[config.mk]
export PLATFORM = sky130hd
export DESIGN_NAME = fifo_write_arbiter
export DESIGN_NICKNAME = d
export VERILOG_FILES = /design/src/rtl/fifo_write_arbiter.sv
export SDC_FILE = /design/constraint.sdc
export NUM_CORES = 1
export LEC_CHECK = 0
export CORE_UTILIZATION = 40
export DETAILED_ROUTE_END_ITERATION = 16
export GPL_TIMING_DRIVEN = 1
export PLACE_DENSITY = 0.85
export SLEW_MARGIN = 20
export SYNTH_ARGS = -nofsm -noshare
export SYNTH_HDL_FRONTEND = slang
export SYNTH_SLANG_ARGS = --single-unit
[constraint.sdc]
create_clock -name i_clk -period 7.1 [get_ports i_clk]
set_input_delay 1.065 -clock i_clk [delete_from_list [all_inputs] [get_ports i_clk]]
set_output_delay 1.065 -clock i_clk [all_outputs]
set_load 0.01 [all_outputs]
[src/rtl/fifo_write_arbiter.sv]
// Round-robin arbiter sharing one FIFO write port; a grant covers one burst of up to MAX_BURST beats.
// Grant one cycle after valid, zero-latency data path, one idle bubble between grants; FIFO full stalls the grantee in place.
module fifo_write_arbiter #(
   parameter int NUM_REQ   = 4,
   parameter int DATA_LEN  = 8,
   parameter int MAX_BURST = 4
) (
   input  logic                          i_clk,
   input  logic                          i_reset,
   input  logic [NUM_REQ-1:0]            i_req_valid,
   input  logic [NUM_REQ*DATA_LEN-1:0]   i_req_data,
   input  logic [NUM_REQ-1:0]            i_req_last,
   output logic [NUM_REQ-1:0]            o_req_ready,
   input  logic                          i_fifo_full,
   output logic                          o_fifo_write,
   output logic [DATA_LEN-1:0]           o_fifo_data,
   output logic [NUM_REQ-1:0]            o_grant,
   output logic [$clog2(NUM_REQ)-1:0]    o_grant_id,
   output logic                          o_busy
);
   localparam int IDW = $clog2(NUM_REQ);
   localparam int CW  = $clog2(MAX_BURST + 1);

   typedef enum logic {IDLE, GRANT} state_t;

   state_t             state_q, state_d;
   logic [NUM_REQ-1:0] grant_q, grant_d;
   logic [IDW-1:0]     grant_id_q, grant_id_d;
   logic [CW-1:0]      count_q, count_d;
   logic [IDW-1:0]     cand, sel;
   logic               found;

   always_ff @(posedge i_clk) begin
      if (i_reset) begin
         state_q    <= IDLE;
         grant_q    <= '0;
         grant_id_q <= IDW'(NUM_REQ - 1);
         count_q    <= '0;
      end else begin
         state_q    <= state_d;
         grant_q    <= grant_d;
         grant_id_q <= grant_id_d;
         count_q    <= count_d;
      end
   end

   always_comb begin
      state_d      = state_q;
      grant_d      = grant_q;
      grant_id_d   = grant_id_q;
      count_d      = count_q;
      cand         = '0;
      sel          = '0;
      found        = 1'b0;
      o_req_ready  = '0;
      o_fifo_write = 1'b0;
      o_fifo_data  = '0;
      case (state_q)
         IDLE: begin
            // Search starts just past the last grantee, so it ends up lowest priority.
            for (int i = 1; i <= NUM_REQ; i++) begin
               cand = IDW'((int'(grant_id_q) + i) % NUM_REQ);
               if (!found && i_req_valid[cand]) begin
                  found = 1'b1;
                  sel   = cand;
               end
            end
            if (found) begin
               state_d    = GRANT;
               grant_d    = NUM_REQ'(1) << sel;
               grant_id_d = sel;
               count_d    = '0;
            end
         end
         GRANT: begin
            o_req_ready[grant_id_q] = !i_fifo_full;
            o_fifo_write            = i_req_valid[grant_id_q] && !i_fifo_full;
            o_fifo_data             = i_req_data[int'(grant_id_q)*DATA_LEN +: DATA_LEN];
            if (o_fifo_write) begin
               count_d = count_q + CW'(1);
               if (i_req_last[grant_id_q] || count_q == CW'(MAX_BURST - 1)) begin
                  state_d = IDLE;
                  grant_d = '0;
               end
            end else if (!i_req_valid[grant_id_q] && !i_fifo_full) begin
               state_d = IDLE;
               grant_d = '0;
            end
         end
         default: state_d = IDLE;
      endcase
      // A reset cycle must never write, even if the registers still hold a grant.
      if (i_reset) begin
         o_req_ready  = '0;
         o_fifo_write = 1'b0;
         o_fifo_data  = '0;
      end
   end

   assign o_grant    = grant_q;
   assign o_grant_id = grant_id_q;
   assign o_busy     = (state_q == GRANT);
endmodule
==> out/metrics.csv <==
metric,value,unit
met3 Track Usage GR,0.03107,
post-layout net count,215,
Post-CTS Resized,0,
Int Pwr,0.2982,mW
switch share,0.4088,
Hold Fails Final Rpt,0,
CTS root buffer,clkbuf_4,
"Primary FF master, synth",dfxtp_1,
remaining routing DRC violations,0,
first-pass GRT wire length,5.009,mm
Combinational Power Share,0.651,
Setup Total Neg Slack,0,ps
GRT Overall Usage,0.2386,
Non-Filler Instances,195,
crit end category,output pin,
FMAX,0.2464,GHz
CP Data Arrival Time,2990,ps
cells after synthesis,106,
Max VDD drop,0.0002105,V
Worst Skew,5.448,ps
clock-pin slew on the worst setup and hold paths,60,ps
Antenna Violating Nets Remaining,0,
multiplexer share of the synthesized area,0.2886,
wire length per cell,16.49,um
Port Buffers,62,
# rows,18,
"area leader, netlist",mux4_2,
Clock Path Buffers,2,
Mean Syn Cell Area,10.02,um^2
power share of the clock group,0.100,
CP max FO,11,
RR Startpoint,o_grant_id[1],
Tot Pwr,0.5045,mW
Simple-Gate Fraction of Synth Area,0.2191,
die span in y,53.54,um
clock sink count,10,
initial antenna violation count,0,
vias,1110,
worst setup margin,3041,ps
CP Class,in2out,
Tightest Pin Transition,838.9,ps
worst path cell trace,clkdlybuf4s50_1 -> inv_1 -> nand2_1 -> nor2_1 -> and2_1 -> clkdlybuf4s50_1,
largest net degree at the start of global routing,24,
"Clk Latency, worst-skew pair",260,ps
gr busiest metal,met2,
vias in the first global route,1105,
final worst path period need,4059,ps
XOR/XNOR share of the synthesized area,0.01649,
core area,2500,um^2
Power per Cell Area,293.4,nW/um^2
Tcrit/Tclk final,0.5716,
crit-path max cell delay,550,ps
Placed Cells,191,
Layout area overhead,61.84,%
Final HPWL DP,2.558,mm
async set-reset flop share out of synthesis,0,
adder-cell share of the synthesized area,0.07067,
Die X,53.54,um
IO Count,63,
Initial Util,0.4249,
Vias/cell,5.692,
startpoint types,input port,
Synth top area share,0.2544,
ant diodes,0,
CTS tree,done,
Sequential Power Share,0.249,
worst hold-check path type,reg2reg,
Synthesis Warnings,0,
share of cells above drive strength 1,0.1515,
buffer count from post-CTS setup fixing,0,
GP Congestion,0.8454,
slowest CP cell,clkdlybuf4s50_1,
syn nets,155,
Synth area leaders,"mux4_2, dfxtp_1, ha_1",
maxcap violations,0,
Leakage Power,0.7021,nW
first-pass detailed-route iteration total,4,
CP dominant cell by count,clkdlybuf4s50_1,
DR iter-0 viols,9,
Critical Path RT,6030,ps
crit path from,i_reset,
"EDFF count, synth",0,
Worst Hold Launch,o_grant[2],
main combinational cell family by area after synthesis,multiplexers,
setup violators final,0,
"Hold-fix buffers, CTS",0,
"flops & latches, synth",10,
status,"complete, no violations",
grt met1 use,0.2609,
"Seq/Total Area, Yosys",0.1885,
unrepaired setup endpoints after global routing,no,
die area,2866,um^2
gr ovfl total,0,
final WL,3.216,mm
"worst slack, placed",3087,ps
TritonCTS Buffers,3,
Synth Area in Compound Gates,0.1519,
Slew headroom,0.4399,
met2 usage,0.4813,
H-tree lvl count,1,
Final Slew Violations,0,
post-synth cell types,35,
area of the mapped netlist,1062,um^2
NetSw,0.2062,mW
## stage by stage
step	cell area (um^2)	hold WS, ps	util
finish	1719	470.1	0.6877
detailed placement	1682	458.2	0.6727
global route	1719	479.7	0.6877
CTS	1718	472.8	0.6872
global placement	1682	458.2	0.6727
floorplan	1062	448.3	-
## path summary, 6_finish.rpt
kind | endpoint | slack (ps) | depth (start not counted)
worst max register to register | o_grant[1] | 4150 | 7
worst min-delay path | o_grant[2] | 470 | 1
worst min register to register | o_grant[2] | 470 | 1
worst max-delay path | o_fifo_write | 3040 | 6
## synthesized netlist by cell type (2+ instances only)
cell type / count
nor2_1: 10
dfxtp_1: 10
a21oi_1: 4
a22o_2: 2
ha_1: 6
clkbuf_1: 4
o21a_1: 2
mux4_2: 12
nand2_1: 3
or3b_2: 2
and3_1: 9
inv_1: 8
a32o_1: 4
and2_1: 6
a221oi_1: 2
xnor2_1: 2
o21ai_0: 2
## registers in the layout (all words and copies together) (netlist names)
| register | cells |
|---|---|
| count_q | 3 |
| o_busy | 1 |
| o_grant | 4 |
| o_grant_id | 2 |
## metal layers
layer | routed length [um] | part of all wire
met1 | 1272 | 0.40
met4 | 42 | 0.013
met3 | 60 | 0.019
met5 | 0 | 0
met2 | 1840 | 0.57
## layout by cell type (no fill, tap or decap), drive strengths merged, types with 2 or more instances in the layout
cell            n
mux4           13
and2            7
clkdlybuf4s50  62
or3b            3
o21a            2
a22o            2
xnor2           2
ha              6
inv             8
clkbuf          4
a221oi          2
nand2b          2
nor2           11
dfxtp          10
a32o            4
nand2           3
a21oi           4
o21ai           2
and3            9
## cells by family (layout without fill, tap and decap cells)
kind of cell,Yosys count,after routing
fa+ha+maj,6,6
buf+inv,15,74
flops,10,10
xor+xnor,2,2
compound gates,21,21
simple gates,38,38
mux,14,14
## final cells by class
type | count | area [um^2]
flip-flops and latches | 10 | 201.4
inverters | 8 | 30.03
fillers | 210 | 780.7
repair buffers | 62 | 620.6
multi-input cells | 81 | 793.3
well taps | 30 | 37.54
clock buffers | 4 | 36.28
## power by group through the flow
stage | clock network [mW] | logic [mW] | registers, mW
after floorplan | 0 | 0.246 | 0.0950
after global placement | 0 | 0.317 | 0.124
after detailed placement | 0 | 0.326 | 0.128
after CTS | 0.0514 | 0.329 | 0.126
after global routing | 0.0540 | 0.357 | 0.132
final | 0.0506 | 0.328 | 0.126
## worst max-delay path: cells and delay by family
| kind | cells | cell delay [ps] |
|---|---|---|
| buf+inv | 3 | 1360 |
| simple gates | 3 | 570 |
(Power assumes the default switching activity.)
